## config.mk

```make
export PLATFORM = sky130hd
export DESIGN_NAME = match_controller
export DESIGN_NICKNAME = d
export VERILOG_FILES = /design/src/rtl/match_pkg.sv /design/src/rtl/sec_timer.sv /design/src/rtl/match_controller.sv
export SDC_FILE = /design/constraint.sdc
export NUM_CORES = 1
export LEC_CHECK = 0
export CORE_ASPECT_RATIO = 1.25
export CORE_MARGIN = 2
export CORE_UTILIZATION = 40
export DETAILED_ROUTE_END_ITERATION = 12
export GPL_ROUTABILITY_DRIVEN = 0
export PLACE_DENSITY = 0.64
export SLEW_MARGIN = 10
export SYNTH_ARGS = -nofsm -noshare
export SYNTH_HDL_FRONTEND = slang
export SYNTH_SLANG_ARGS = --single-unit
```

## constraint.sdc

```tcl
create_clock -name clk -period 3.16 [get_ports clk]
set_input_delay 0.316 -clock clk [delete_from_list [all_inputs] [get_ports clk]]
set_output_delay 0.316 -clock clk [all_outputs]
set_load 0.02 [all_outputs]
```

## src/rtl/match_pkg.sv

```systemverilog
// Shared encodings for the round/match sequencer: FSM states, winner codes,
// health width and a saturating win-counter increment.
package match_pkg;

  localparam int HEALTH_W = 4;

  typedef enum logic [2:0] {
    IDLE       = 3'd0,
    ROUND_INIT = 3'd1,
    COUNTDOWN  = 3'd2,
    FIGHT      = 3'd3,
    ROUND_END  = 3'd4,
    MATCH_END  = 3'd5
  } state_e;

  typedef enum logic [1:0] {
    W_NONE = 2'b00,
    W_P1   = 2'b01,
    W_P2   = 2'b10,
    W_DRAW = 2'b11
  } winner_e;

  function automatic logic [1:0] inc_sat(input logic [1:0] w);
    return (w == 2'd3) ? w : w + 2'd1;
  endfunction

endpackage

```

## src/rtl/sec_timer.sv

```systemverilog
// Frame-tick divider feeding a loadable down-counter of seconds that sticks at 0.
// The divider is cleared on load and whenever the counter is not running.
module sec_timer #(
  parameter int FRAMES_PER_SEC = 60
) (
  input  logic       clk_i,
  input  logic       rst_i,
  input  logic       frame_tick_i,
  input  logic       load_i,
  input  logic [6:0] load_val_i,
  input  logic       run_i,
  output logic [6:0] timer_sec_o,
  output logic       zero_o
);

  localparam int FW = (FRAMES_PER_SEC > 1) ? $clog2(FRAMES_PER_SEC) : 1;
  localparam logic [FW-1:0] FRAME_LAST = FW'(FRAMES_PER_SEC - 1);

  logic [FW-1:0] frame_q, frame_d;
  logic [6:0]    sec_q, sec_d;

  always_comb begin
    frame_d = frame_q;
    sec_d   = sec_q;
    if (load_i) begin
      frame_d = '0;
      sec_d   = load_val_i;
    end else if (!run_i) begin
      frame_d = '0;
    end else if (frame_tick_i) begin
      if (frame_q == FRAME_LAST) begin
        frame_d = '0;
        if (sec_q != 7'd0) sec_d = sec_q - 7'd1;
      end else begin
        frame_d = frame_q + 1'b1;
      end
    end
  end

  always_ff @(posedge clk_i or posedge rst_i) begin
    if (rst_i) begin
      frame_q <= '0;
      sec_q   <= '0;
    end else begin
      frame_q <= frame_d;
      sec_q   <= sec_d;
    end
  end

  assign timer_sec_o = sec_q;
  assign zero_o      = (sec_q == 7'd0);

endmodule

```

## src/rtl/match_controller.sv

```systemverilog
// Round/match sequencer: title -> countdown -> fight -> round end -> match end,
// with win counting, round clock, player-input gating and game-core re-arm pulse.
module match_controller
  import match_pkg::*;
#(
  parameter int FRAMES_PER_SEC  = 60,
  parameter int ROUND_SECONDS   = 60,
  parameter int COUNTDOWN_SEC   = 3,
  parameter int WINS_TO_MATCH   = 2,
  parameter int MAX_ROUNDS      = 5,
  parameter int END_HOLD_FRAMES = 120
) (
  input  logic                clk,
  input  logic                reset,
  input  logic                frame_tick,
  input  logic                start,
  input  logic [HEALTH_W-1:0] p1_health,
  input  logic [HEALTH_W-1:0] p2_health,
  output logic                game_rst,
  output logic                fight_en,
  output logic [2:0]          state,
  output logic [2:0]          round_num,
  output logic [1:0]          p1_wins,
  output logic [1:0]          p2_wins,
  output logic [6:0]          timer_sec,
  output logic [1:0]          winner
);

  localparam int HW = $clog2(END_HOLD_FRAMES + 1);
  localparam logic [HW-1:0] HOLD_LAST = HW'(END_HOLD_FRAMES - 1);
  localparam logic [1:0]    WINS_L    = 2'(WINS_TO_MATCH);
  localparam logic [2:0]    MAXR_L    = 3'(MAX_ROUNDS);
  localparam logic [6:0]    CD_L      = 7'(COUNTDOWN_SEC);
  localparam logic [6:0]    RS_L      = 7'(ROUND_SECONDS);

  state_e        state_q, state_d;
  winner_e       winner_q, winner_d, outcome;
  logic [2:0]    round_q, round_d;
  logic [1:0]    p1w_q, p1w_d, p2w_q, p2w_d;
  logic [HW-1:0] hold_q, hold_d;
  logic          start_q, start_rise;
  logic          game_rst_q, fight_en_q;
  logic          tmr_load, tmr_run, tmr_zero;
  logic [6:0]    tmr_val;

  assign start_rise = start & ~start_q;

  // Round verdict, only acted upon while in FIGHT; KO takes precedence over timeout.
  always_comb begin
    outcome = W_NONE;
    if (p1_health == '0 && p2_health == '0)      outcome = W_DRAW;
    else if (p1_health == '0)                    outcome = W_P2;
    else if (p2_health == '0)                    outcome = W_P1;
    else if (tmr_zero) begin
      if (p1_health > p2_health)                 outcome = W_P1;
      else if (p1_health < p2_health)            outcome = W_P2;
      else                                       outcome = W_DRAW;
    end
  end

  always_comb begin
    state_d  = state_q;
    round_d  = round_q;
    p1w_d    = p1w_q;
    p2w_d    = p2w_q;
    winner_d = winner_q;
    hold_d   = '0;
    tmr_load = 1'b0;
    tmr_val  = CD_L;
    case (state_q)
      IDLE: begin
        if (start_rise) begin
          state_d = ROUND_INIT;
          round_d = 3'd1;
          p1w_d   = 2'd0;
          p2w_d   = 2'd0;
        end
      end
      ROUND_INIT: state_d = COUNTDOWN;
      COUNTDOWN: begin
        if (tmr_zero) begin
          state_d  = FIGHT;
          tmr_load = 1'b1;
          tmr_val  = RS_L;
        end
      end
      FIGHT: begin
        if (outcome != W_NONE) begin
          state_d  = ROUND_END;
          winner_d = outcome;
          if (outcome == W_P1) p1w_d = inc_sat(p1w_q);
          if (outcome == W_P2) p2w_d = inc_sat(p2w_q);
        end
      end
      ROUND_END: begin
        hold_d = hold_q;
        if (frame_tick) begin
          if (hold_q == HOLD_LAST) begin
            hold_d = '0;
            if (p1w_q == WINS_L || p2w_q == WINS_L || round_q == MAXR_L) begin
              state_d = MATCH_END;
              if (p1w_q > p2w_q)      winner_d = W_P1;
              else if (p2w_q > p1w_q) winner_d = W_P2;
              else                    winner_d = W_DRAW;
            end else begin
              state_d = ROUND_INIT;
              round_d = round_q + 3'd1;
            end
          end else begin
            hold_d = hold_q + 1'b1;
          end
        end
      end
      MATCH_END: begin
        if (start_rise) state_d = IDLE;
      end
      default: state_d = IDLE;
    endcase
    // ROUND_INIT lasts one cycle, so being the next state always means a fresh entry.
    if (state_d == ROUND_INIT) begin
      tmr_load = 1'b1;
      tmr_val  = CD_L;
      winner_d = W_NONE;
    end
  end

  // The clock only runs while staying in COUNTDOWN/FIGHT, so it freezes on the decision cycle.
  assign tmr_run = (state_q == COUNTDOWN || state_q == FIGHT) && (state_d == state_q);

  sec_timer #(
    .FRAMES_PER_SEC(FRAMES_PER_SEC)
  ) u_sec_timer (
    .clk_i       (clk),
    .rst_i       (reset),
    .frame_tick_i(frame_tick),
    .load_i      (tmr_load),
    .load_val_i  (tmr_val),
    .run_i       (tmr_run),
    .timer_sec_o (timer_sec),
    .zero_o      (tmr_zero)
  );

  always_ff @(posedge clk or posedge reset) begin
    if (reset) begin
      state_q    <= IDLE;
      round_q    <= 3'd1;
      p1w_q      <= 2'd0;
      p2w_q      <= 2'd0;
      winner_q   <= W_NONE;
      hold_q     <= '0;
      start_q    <= 1'b0;
      game_rst_q <= 1'b0;
      fight_en_q <= 1'b0;
    end else begin
      state_q    <= state_d;
      round_q    <= round_d;
      p1w_q      <= p1w_d;
      p2w_q      <= p2w_d;
      winner_q   <= winner_d;
      hold_q     <= hold_d;
      start_q    <= start;
      game_rst_q <= (state_d == ROUND_INIT);
      fight_en_q <= (state_d == FIGHT);
    end
  end

  assign state     = state_q;
  assign round_num = round_q;
  assign p1_wins   = p1w_q;
  assign p2_wins   = p2w_q;
  assign winner    = winner_q;
  assign game_rst  = game_rst_q;
  assign fight_en  = fight_en_q;

endmodule

```

==> results.toml <==
[run_status]
status = "finished, final reports clean"

[synth]
ys_seq_area_share_pct = 39.9
synth-edff-count = 0
synth_top_family_by_area = "simple AND/OR/NAND/NOR gates"
yosys_warnings = 0
ys.flop_type = "dfrtp_1"
ys_ff_latch = 35
syn-num-nets = 274
synth.distinct_cells = 53
synth_area_um2 = 2200
synth_simple_gate_area_share_pct = 25.2
synth_xor_area_share_pct = 1.20
ys_async_sr_fraction_pct = 100
synthCells = 246
synth_mux_area_share_pct = 2.39
synth-compound-area-share_pct = 17.5
yosys.area_share.adder_pct = 9.12
synth.avg_cell_area_um2 = 8.93

[placed_design]
dp_slack_ns = 0.699
place_area_um2 = 2590
portBuffers = 32
hpwl_um = 3610
post-place-cells = 338

[global_route]
grt_pass1_vias = 1866
antenna_found_initial = 0
groute.usage.overall_pct = 17.8
grt_max_degree = 36
grt_pass1_wl_um = 8650
grt_remaining_overflow = 0

[power]
total_power_mw = 1.72
leakage_nw = 1.17
ir_drop_mv = 0.294
powerDensity_nw_per_um2 = 645

[clock_network]
htreeDepth = 2
cts.sinks = 35
clk_latency_ns = 0.29
cts_hold_buf = 0
clockRootBuffer = "clkbuf_8"
tritoncts = "done"
cts_setup_buffers = 0
clk_path_buf_depth = 2
cts_buffers = 5
cts_resized = 0
clk_pin_slew_ns = 0.08

[floorplan]
initial_core_util_pct = 40.9
design.portCount = 33
die_h_um = 86.8
die_area_um2 = 6100
die_w_um = 70.3
core_um2 = 5370
num_rows = 30

[job]
max-cap-violations = 0

[final_layout]
final_cells = 346
multi_input_area_um2 = 1220
area_delta_synth_final_pct = 21.8
fin_util_pct = 49.8
final_nets = 309
n_antenna_cell = 0
stdcell_area_um2 = 2670
drive_above_1_share_pct = 7.09
fillers = 513
seq_area_um2 = 877

[timing]
fin_ws_ns = 0.954
period_needed_ns = 2.21
max_freq_mhz = 453
hold_slack_ns = 0.417
report.final.slew_viol_count = 0
slew_headroom_pct = 57.4
rsz0062_at_grt = "no"
setup_violations = 0
clock_skew_ns = 0.00630
tightest_slew_ns = 0.633
setup_tns_ns = 0
finalCritPeriodShare_pct = 69.8
final_hold_viol_count = 0

[route]
wl_per_cell_um = 14.1
via_per_inst = 5.62
num_vias = 1944
first_iter_violations = 178
dr.pass1.iters = 4
ant_nets = 0
drcViolationCount = 0
totalWireLength_um = 4900

[worst_setup_path]
startpoint_type = "flop"
cp_max_fo = 9
crit_path_end_kind = "flop"
required_ns = 3.38
path_class = "flop to flop"
worstPathArrival_ns = 2.42
cp_slowest_cell = "or4_1"
crit_chain = "or4_1 -> nor2_1 -> nand3_1 -> a21oi_1 -> mux2i_1"
max_stage_delay_ns = 0.62

[hold_path]
min_path_type = "input pin to asynchronous set/reset pin"
## cells in the final DEF (no fill, tap or decap), types with 4 or more instances in the layout
cell and count:
dfrtp_1 34, a31oi_1 4, nand3_1 10, nand2_1 18, nor2_1 29, buf_4 5
or4_1 5, ha_1 16, a21oi_1 15, clkbuf_8 5, nand4_1 6, nor3_1 13
a211oi_1 5, nor4_1 4, o21ai_0 7, nor2b_1 4, inv_1 14, clkdlybuf4s50_1 32
## path summary, 6_finish.rpt
check	end	slack (ns)	start	cells after the start
setup reg to reg	p2_wins[0]	0.95	u_sec_timer.timer_sec_o[2]	5
hold / removal	u_sec_timer.frame_q[3]	0.42	reset	3
setup / recovery	p2_wins[0]	0.95	u_sec_timer.timer_sec_o[2]	5
hold reg to reg	u_sec_timer.frame_q[5]	0.52	u_sec_timer.frame_q[5]	1
max in group asynchronous	round_num[0]	2.39	reset	3
min in group clk	start_q	0.49	start	1
## critical path: cells and delay by family (launching register included)
kind               cells  cell delay, ns
AOI/OAI and AO/OA      1            0.33
DFF                    1            0.47
muxes                  1            0.22
and+or+nand+nor        3            1.11
## cells by family (layout without fill, tap and decap cells)
family,after synthesis,in the layout
and+or+nand+nor,107,107
muxes,5,5
adders and majority gates,16,16
xor gates and xnor gates,3,3
AOI/OAI and AO/OA,56,56
buffers and inverters,24,60
DFF,35,35
## metal layers
layer | global-route usage, % | up-vias | routed length (um)
li1 | - | 979 | -
met1 | 22.6 | 918 | 2210
met2 | 30.2 | 39 | 2420
met3 | 3.37 | 8 | 184
met4 | 6.29 | 0 | 81
met5 | 0 | - | 0
## registers in the layout, summed over array words and instances, names as in the netlist, 2 cells and up
signal	flops
hold_q	7
p1_wins	2
round_num	3
u_sec_timer.timer_sec_o	7
winner	2
state	3
u_sec_timer.frame_q	6
p2_wins	2
## cell type report
class,instances,share of cell area (%)
Multi-Input combinational cell,187,45.6
Sequential cell,35,32.8
Timing Repair Buffer,37,13.4
Tap cell,64,2.99
Clock buffer,5,2.57
Inverter,15,2.11
Clock inverter,3,0.562
## cells in the mapped netlist (all sizes together), types with 2 or more instances
cell	count	area share, %
dfrtp	34	39
nor2	29	5.0
nand2	18	3.1
ha	16	9.1
a21oi	15	3.4
inv	14	2.4
nor3	14	3.4
nand3	10	2.3
o21ai	7	1.6
clkbuf	6	1.0
nand4	6	1.7
a211oi	5	1.7
or4	5	1.7
a31oi	4	1.1
nor2b	4	1.1
nor4	4	1.1
a21o	3	1.0
a311oi	3	1.2
buf	3	0.97
mux2i	3	1.4
nand2b	3	0.85
a22o	2	0.80
a22oi	2	0.68
a311o	2	0.91
and3	2	0.57
and4	2	0.91
mux2	2	1.0
nand4b	2	0.80
nor3b	2	0.68
o211ai	2	0.68
or3	2	0.57
xor2	2	0.80
## power by group
| group | internal [mW] | switching, mW |
|---|---|---|
| Combinational | 0.331 | 0.385 |
| Clock | 0.151 | 0.174 |
| Sequential | 0.553 | 0.129 |
| Total | 1.04 | 0.688 |
Power figures use the tool's default switching activity.
